**src/rtl/bitwise_logic_unit_if.sv**
```systemverilog
// Valid/ready bus of the bitwise logic unit: request side (operands, opcode,
// accumulator controls) and registered result side.
interface bitwise_logic_unit_if #(
  parameter int unsigned WIDTH = 4,
  parameter int unsigned CNT_W = 8
);
  logic             in_valid;
  logic             in_ready;
  logic [2:0]       op;
  logic             acc_en;
  logic             acc_clr;
  logic [WIDTH-1:0] a;
  logic [WIDTH-1:0] b;
  logic             out_valid;
  logic             out_ready;
  logic [WIDTH-1:0] result;
  logic             flag_zero;
  logic [CNT_W-1:0] txn_count;

  modport master (
    output in_valid, op, acc_en, acc_clr, a, b, out_ready,
    input  in_ready, out_valid, result, flag_zero, txn_count
  );

  modport slave (
    input  in_valid, op, acc_en, acc_clr, a, b, out_ready,
    output in_ready, out_valid, result, flag_zero, txn_count
  );
endinterface

```
**src/rtl/bitwise_logic_unit.sv**
```systemverilog
// Registered bitwise/logical operation unit with valid/ready handshake,
// chaining accumulator and wrapping transaction counter.
module bitwise_logic_unit #(
  parameter int unsigned WIDTH = 4,
  parameter int unsigned CNT_W = 8
) (
  input logic                 clk,
  input logic                 rst_n,
  bitwise_logic_unit_if.slave bus
);

  localparam int unsigned W = WIDTH;
  localparam int unsigned C = CNT_W;

  logic         out_valid_q;
  logic [W-1:0] result_q;
  logic         flag_zero_q;
  logic [C-1:0] txn_count_q;
  logic [W-1:0] acc_q;

  logic         ready_c;
  logic         accept_c;
  logic         transfer_c;
  logic [W-1:0] op_a_c;
  logic [W-1:0] res_c;

  // Full throughput: a held result may be consumed and replaced in one cycle.
  assign ready_c    = !out_valid_q || bus.out_ready;
  assign accept_c   = bus.in_valid && ready_c;
  assign transfer_c = out_valid_q && bus.out_ready;

  // A same-cycle clear takes priority over the stale accumulator value.
  assign op_a_c = bus.acc_en ? (bus.acc_clr ? '0 : acc_q) : bus.a;

  always_comb begin
    res_c = '0;
    case (bus.op)
      3'b000:  res_c = op_a_c & bus.b;
      3'b001:  res_c = op_a_c | bus.b;
      3'b010:  res_c = ~op_a_c;
      3'b011:  res_c = op_a_c ^ bus.b;
      3'b100:  res_c = ~(op_a_c ^ bus.b);
      3'b101:  res_c = W'((op_a_c != '0) && (bus.b != '0));
      3'b110:  res_c = W'((op_a_c != '0) || (bus.b != '0));
      3'b111:  res_c = W'(op_a_c == '0);
      default: res_c = '0;
    endcase
  end

  always_ff @(posedge clk or negedge rst_n) begin
    if (!rst_n) begin
      out_valid_q <= 1'b0;
      result_q    <= '0;
      flag_zero_q <= 1'b1;
      txn_count_q <= '0;
      acc_q       <= '0;
    end else begin
      if (accept_c) begin
        out_valid_q <= 1'b1;
        result_q    <= res_c;
        flag_zero_q <= (res_c == '0);
        txn_count_q <= txn_count_q + C'(1);
        acc_q       <= res_c;
      end else begin
        if (transfer_c) out_valid_q <= 1'b0;
        if (bus.acc_clr) acc_q <= '0;
      end
    end
  end

  assign bus.in_ready  = ready_c;
  assign bus.out_valid = out_valid_q;
  assign bus.result    = result_q;
  assign bus.flag_zero = flag_zero_q;
  assign bus.txn_count = txn_count_q;

endmodule

```
**src/flat_wrapper.sv**
```systemverilog
// flat-port wrapper written by rule: the top's interface ports become plain ports
module bitwise_logic_unit_flat 
#(
  parameter int unsigned WIDTH = 4,
  parameter int unsigned CNT_W = 8
)
  (clk, rst_n, bus_in_valid, bus_op, bus_acc_en, bus_acc_clr, bus_a, bus_b, bus_out_ready, bus_in_ready, bus_out_valid, bus_result, bus_flag_zero, bus_txn_count);
  bitwise_logic_unit_if #(.WIDTH(WIDTH), .CNT_W(CNT_W)) bus_i ();
  input logic clk;
  input logic rst_n;
  input wire logic [$bits(bus_i.in_valid)-1:0] bus_in_valid;
  input wire logic [$bits(bus_i.op)-1:0] bus_op;
  input wire logic [$bits(bus_i.acc_en)-1:0] bus_acc_en;
  input wire logic [$bits(bus_i.acc_clr)-1:0] bus_acc_clr;
  input wire logic [$bits(bus_i.a)-1:0] bus_a;
  input wire logic [$bits(bus_i.b)-1:0] bus_b;
  input wire logic [$bits(bus_i.out_ready)-1:0] bus_out_ready;
  output wire logic [$bits(bus_i.in_ready)-1:0] bus_in_ready;
  output wire logic [$bits(bus_i.out_valid)-1:0] bus_out_valid;
  output wire logic [$bits(bus_i.result)-1:0] bus_result;
  output wire logic [$bits(bus_i.flag_zero)-1:0] bus_flag_zero;
  output wire logic [$bits(bus_i.txn_count)-1:0] bus_txn_count;
  assign bus_i.in_valid = bus_in_valid;
  assign bus_i.op = bus_op;
  assign bus_i.acc_en = bus_acc_en;
  assign bus_i.acc_clr = bus_acc_clr;
  assign bus_i.a = bus_a;
  assign bus_i.b = bus_b;
  assign bus_i.out_ready = bus_out_ready;
  assign bus_in_ready = bus_i.in_ready;
  assign bus_out_valid = bus_i.out_valid;
  assign bus_result = bus_i.result;
  assign bus_flag_zero = bus_i.flag_zero;
  assign bus_txn_count = bus_i.txn_count;
  bitwise_logic_unit #(.WIDTH(WIDTH), .CNT_W(CNT_W)) u_core (.clk(clk), .rst_n(rst_n), .bus(bus_i));
endmodule
```
**config.mk**
```make
export PLATFORM = sky130hd
export DESIGN_NAME = bitwise_logic_unit_flat
export DESIGN_NICKNAME = d
export VERILOG_FILES = /design/src/rtl/bitwise_logic_unit_if.sv /design/src/rtl/bitwise_logic_unit.sv /design/src/flat_wrapper.sv
export SDC_FILE = /design/constraint.sdc
export NUM_CORES = 1
export LEC_CHECK = 0
export BUFFER_PORTS_ARGS = -buffer_cell sky130_fd_sc_hd__clkbuf_2
export CORE_MARGIN = 10
export CORE_UTILIZATION = 51
export CTS_CLUSTER_SIZE = 24
export DETAILED_ROUTE_END_ITERATION = 12
export HOLD_SLACK_MARGIN = 0.1
export PLACE_DENSITY = 0.84
export SLEW_MARGIN = 20
export SYNTH_ARGS = -nofsm -noshare
export SYNTH_HDL_FRONTEND = slang
export SYNTH_SLANG_ARGS = --single-unit
```
**constraint.sdc**
```tcl
create_clock -name clk -period 2.2 [get_ports clk]
set_input_delay 0.33 -clock clk [delete_from_list [all_inputs] [get_ports clk]]
set_output_delay 0.33 -clock clk [all_outputs]
set_load 0.01 [all_outputs]
```
==> impl_metrics.json, run 1 <==
{
  "die_w_um": 68.5,
  "finClkSkew_ns": 0.00678,
  "syn_area_per_cell_um2": 8.95,
  "whs_endpoint": "u_core.bus.out_valid",
  "dp.final_hpwl_um": 2350,
  "ys_seq_area_frac": 0.377,
  "post_dp_cell_area_mm2": 0.00136,
  "fillers": 200,
  "p_leak_uw": 0.000712,
  "synth_area_mm2": 0.00120,
  "whs_path_depth": 2,
  "ctsHtreeMaxLevel": 1,
  "rsz0062_at_grt": "no",
  "synth_top_area_frac": 0.355,
  "postCtsSetupBuffers": 0,
  "path_max_fanout": 3,
  "ctsRootBufferMaster": "clkbuf_4",
  "ant_nets": 0,
  "cts_tree": "yes",
  "grt_max_degree": 19,
  "r2r_setup_slack_ns": 0.11,
  "drv_slew": 0,
  "endpoint_kind": "flop",
  "synthCells": 134,
  "diodes": 0,
  "ys.flop_type": "dfrtp_1",
  "cts_buffers": 3,
  "ios": 32,
  "drtIter0Drc": 69,
  "avgViaCountPerCell": 5.50,
  "grt_pass1_wl_um": 4930,
  "yosys-top-cells-count": "dfrtp_1, nand2_1, inv_1, ha_1",
  "antenna_found_initial": 0,
  "port_buffers": 31,
  "path_class": "reg2reg",
  "nets": 192,
  "die_y_um": 68.5,
  "fin_area_mm2": 0.00141,
  "crit_arrival_ns": 2.32,
  "initial_core_util": 0.537,
  "timing.rr.end": "u_core.bus.flag_zero",
  "hold-worst-slack_ns": 0.254,
  "ir_drop_uv": 523,
  "coreArea_mm2": 0.00223,
  "ys_seq_elements": 18,
  "grt.total_usage": 0.132,
  "wl_um": 2900,
  "power_uw": 1040,
  "grt_pass1_vias": 1143,
  "ys_types": 42,
  "grt_overflow": 0,
  "finalSetupViolations": 0,
  "async_flop_share": 1.00,
  "reg2regPathDepth": 8,
  "insertion_delay_ns": 0.29,
  "layout.area.seq_um2": 452,
  "drc": 0,
  "worst_hold_startpoint": "bus_in_valid",
  "numClockSinks": 18,
  "hp-class": "in2reg",
  "synth-warning-count": 0,
  "clockBufferDepth": 2,
  "dieArea_mm2": 0.00469,
  "r2r_start": "u_core.acc_q[0]",
  "path_clk_slew_ns": 0.11,
  "powerDensity_mw_per_mm2": 742,
  "maxSlewHeadroom": 0.704,
  "area_delta_synth_final_pct": 17.2,
  "yosys-top-cells-area": "dfrtp_1, ha_1, nand2_1, inv_1, xnor2_1",
  "outcome": "finished, final reports clean",
  "required_ns": 2.44,
  "max_freq_mhz": 479,
  "layout.cells.non_filler": 193,
  "multi_input_area_um2": 672,
  "drive_gt1_frac": 0.236,
  "cts_resized": 0,
  "final.period_utilization": 0.949,
  "setup.worst_path.start_class": "flop",
  "maxCapViolCount": 0,
  "syn-num-nets": 160,
  "drtPass1Iterations": 4,
  "dpl.cell_count": 188,
  "yosys.area.top_type": "dfrtp_1",
  "min_period_ns": 2.09,
  "wire_per_inst_um": 15.0,
  "worstMarginPinSlew_ns": 0.444,
  "synth-edff-count": 0,
  "gp_congestion": 0.790,
  "vias": 1062,
  "row_count": 17,
  "hold_viol_final": 0
}
[how the worst max path moves through the flow]
stage	start	to	slack [ns]	cells past startpoint
after detailed placement	bus_acc_clr	u_core.bus.flag_zero	-0.06	9
after global placement	bus_acc_clr	u_core.bus.flag_zero	-0.02	9
after global routing	u_core.acc_q[0]	u_core.bus.flag_zero	0.01	8
final	u_core.acc_q[0]	u_core.bus.flag_zero	0.11	8
after CTS	u_core.acc_q[0]	u_core.bus.flag_zero	0.09	8
after floorplan	bus_acc_clr	u_core.bus.flag_zero	0.28	8
[power breakdown]
group | switching, uW | total (uW) | internal (uW) | leakage [uW]
Sequential | 85.1 | 497 | 412 | 0.000225
Clock | 103 | 204 | 101 | 0.0000210
Combinational | 185 | 341 | 156 | 0.000467
[worst max-delay path, cell delays in order (launching register included)]
cell and delay (ns):
dfrtp_1 0.38, nand3b_1 0.11, and2_1 0.19, ha_1 0.29, and4b_1 0.21, nor3_1 0.16, o21ai_0 0.15, o32ai_2 0.31
a32o_1 0.22
[stage by stage]
step	setup TNS, ns	setup slack, ns	util
floorplan	0	0.277	-
global placement	-0.0202	-0.0154	0.608
detailed placement	-0.148	-0.0571	0.608
CTS	0	0.0863	0.629
global route	0	0.00992	0.629
finish	0	0.113	0.629
[metal layers]
metal,wire length [um],part of all wire,global-route usage,up-vias
met2,1480,0.51,0.235,29
met5,0,0,0,-
met3,244,0.084,0.0473,4
met4,21,0.0072,0.0402,0
met1,1160,0.40,0.142,502
li1,-,-,-,527
[layout make-up]
type                            instances  area share
Tap cell                               28      0.0249
Clock buffer                            4      0.0258
Sequential cell                        18       0.321
Multi-Input combinational cell         99       0.478
Inverter                               12      0.0321
Timing Repair Buffer                   32       0.118
[flip-flops by register name, summed over array words and instances, names as in the netlist]
| signal | count |
|---|---|
| u_core.acc_q | 4 |
| u_core.bus.flag_zero | 1 |
| u_core.bus.result | 4 |
| u_core.bus.out_valid | 1 |
| u_core.bus.txn_count | 8 |
[layout by cell type (no fill, tap or decap), drive strengths merged, types with 2 or more instances in the layout]
master / count
inv: 12
dfrtp: 17
or4: 2
nor3: 3
nor2b: 3
and2: 3
nand3: 7
a22oi: 2
xnor2: 5
nand2: 17
xor2: 2
nand2b: 6
ha: 9
nor2: 5
nand3b: 2
nor4b: 2
a31oi: 2
a21oi: 2
o21ai: 7
a211oi: 2
clkbuf: 35
[cell families after synthesis]
logic type               after synthesis  synth area share
AO/OA/AOI/OAI                         24             0.144
XOR/XNOR                               7            0.0511
adder cells (fa/ha/maj)                9            0.0939
buffers and inverters                 17            0.0626
flip-flops                            18             0.377
multiplexers                           1           0.00835
AND/OR/NAND/NOR                       58             0.263
[timing repair]
item,in CTS,in global routing
setup endpoints to repair,0,3
endpoints found under the hold margin,17,0
hold buffers,1,0
No activity file was read; power rests on OpenSTA's default activity.
==> run 2: changes to the inputs <==
--- a/config.mk
+++ b/config.mk
@@ -6,7 +6,7 @@
 export NUM_CORES = 1
 export LEC_CHECK = 0
 export BUFFER_PORTS_ARGS = -buffer_cell sky130_fd_sc_hd__clkbuf_2
-export CORE_MARGIN = 10
+export CORE_MARGIN = 2
 export CORE_UTILIZATION = 51
 export CTS_CLUSTER_SIZE = 24
 export DETAILED_ROUTE_END_ITERATION = 12
==> run 2 against run 1 <==
Clock power decreased by 4%. Fmax increased by 2.0%. Flip-flop and latch count unchanged. Wire length decreased by 8.8%. Critical endpoint is now u_core.acc_q[0]. Final area increased by 0.89%. Global-route usage increased by 8.8 points.
==> impl_metrics.json, run 2 (synthesized netlist as in run 1, its figures left out) <==
{
  "gp_congestion": 0.774,
  "dpl.cell_count": 188,
  "p_int_uw": 670,
  "cts_tree": "yes",
  "area_delta_synth_final_pct": 18.3,
  "die_w_um": 52.5,
  "endpoint_kind": "flop",
  "power_uw": 1030,
  "timing.rr.end": "u_core.acc_q[0]",
  "required_ns": 2.36,
  "outcome": "finished, final reports clean",
  "crit_arrival_ns": 2.20,
  "layout.cells.non_filler": 194,
  "wl_um": 2650,
  "drive_gt1_frac": 0.247,
  "drc": 0,
  "nets": 193,
  "p_clk_frac": 0.190,
  "ant_nets": 0,
  "cts_buffers": 3,
  "swShare": 0.350,
  "numClockSinks": 18,
  "drtIter0Drc": 19,
  "setup_ws_ns": 0.153,
  "antenna_found_initial": 0,
  "pwr-share-comb": 0.328,
  "ctsHtreeMaxLevel": 1,
  "drtPass1Iterations": 4,
  "wire_per_inst_um": 13.6,
  "min_period_ns": 2.05,
  "ctsRootBufferMaster": "clkbuf_4",
  "fin_area_mm2": 0.00142,
  "final_cell_mix": "clkbuf_2, nand2_1, dfrtp_1",
  "whs_path_depth": 2,
  "cp-endpoint": "u_core.acc_q[0]",
  "maxCapViolCount": 0,
  "finalSetupViolations": 0,
  "die_y_um": 52.5,
  "initial_core_util": 0.542,
  "vias": 1103,
  "post_dp_cell_area_mm2": 0.00136,
  "largest_reg_flops": 8,
  "path_class": "reg2reg",
  "powerDensity_mw_per_mm2": 728,
  "layout_commonest_cell": "clkbuf_2",
  "seq_power_share": 0.482,
  "power_switching_uw": 361,
  "ios": 32,
  "ir_drop_uv": 590,
  "grt_max_degree": 19,
  "grt_pass1_vias": 1013,
  "grt_pass1_wl_um": 4390,
  "final.period_utilization": 0.930,
  "clockBufferDepth": 2,
  "dieArea_mm2": 0.00275,
  "r2r_start": "u_core.acc_q[0]",
  "row_count": 17,
  "startpoint": "u_core.acc_q[0]",
  "avgViaCountPerCell": 5.69,
  "coreArea_mm2": 0.00221,
  "grt_overflow": 0,
  "insertion_delay_ns": 0.29,
  "fillers": 180,
  "r2r_setup_slack_ns": 0.15,
  "p_leak_uw": 0.000719,
  "path_clk_slew_ns": 0.10,
  "max_freq_mhz": 489,
  "hp-class": "in2reg",
  "drv_slew": 0,
  "worstMarginPinSlew_ns": 0.435,
  "diodes": 0,
  "path_max_fanout": 3,
  "setup.worst_path.start_class": "flop",
  "maxSlewHeadroom": 0.710,
  "port_buffers": 31,
  "reg2regPathDepth": 8,
  "hold_viol_final": 0,
  "grt.total_usage": 0.220,
  "tns_ns": 0,
  "dp_slack_ns": -0.134,
  "dp.final_hpwl_um": 2090,
  "finClkSkew_ns": 0.00110
}
-- run 2: layout make-up --
type | count | area (um^2) | share of cell area
multi-input cells | 99 | 677 | 0.477
repair buffers | 33 | 173 | 0.122
well taps | 28 | 35.0 | 0.0247
flip-flops and latches | 18 | 452 | 0.319
clock buffers | 4 | 36.3 | 0.0256
inverters | 12 | 45.0 | 0.0318
-- run 2: worst max-delay path, cell delays in order, from the launching register on --
cell and delay, ns:
dfrtp_1 0.36, nand3b_1 0.11, and2_1 0.20, ha_1 0.29, and4b_1 0.22, nor3_2 0.15, o21ai_0 0.15, o32ai_2 0.31
o21ai_0 0.14
-- run 2: timing repair --
item                                    CTS  global route
setup buffers                             0             1
endpoints found under the setup margin    0             3
gates resized for setup                   0             1
endpoints found under the hold margin    17             0
hold buffers                              1             0
-- run 2: power groups by stage --
stage | Clock, uW | Combinational [uW] | Sequential [uW]
after floorplan | 0 | 170 | 523
after global placement | 0 | 321 | 497
after detailed placement | 0 | 334 | 504
after CTS | 206 | 337 | 498
after global routing | 221 | 382 | 512
final | 196 | 338 | 497
-- run 2: how the worst min path moves through the flow --
stage / slack (ns) / start / to
after floorplan: 0.03 / rst_n / u_core.acc_q[0]
after global placement: 0.28 / rst_n / u_core.bus.result[1]
after detailed placement: 0.29 / rst_n / u_core.bus.result[1]
after CTS: 0.25 / bus_in_valid / u_core.bus.out_valid
after global routing: 0.26 / bus_in_valid / u_core.bus.out_valid
final: 0.26 / bus_in_valid / u_core.bus.out_valid
-- run 2: routing by layer --
metal / wire (um) / up-vias / global-route usage / part of all wire
met5: 0 / - / 0 / 0
met4: 25 / 0 / 0.0769 / 0.0094
met3: 149 / 4 / 0.0400 / 0.056
met2: 1350 / 34 / 0.385 / 0.51
met1: 1120 / 535 / 0.269 / 0.42
li1: - / 530 / - / -
-- run 2: metrics by stage --
stage           util  hold WS (ns)
6_report       0.641         0.258
4_1_cts        0.635         0.250
3_5_place_dp   0.614         0.293
3_3_place_gp   0.614         0.279
5_1_grt        0.641         0.261
2_1_floorplan      -        0.0344
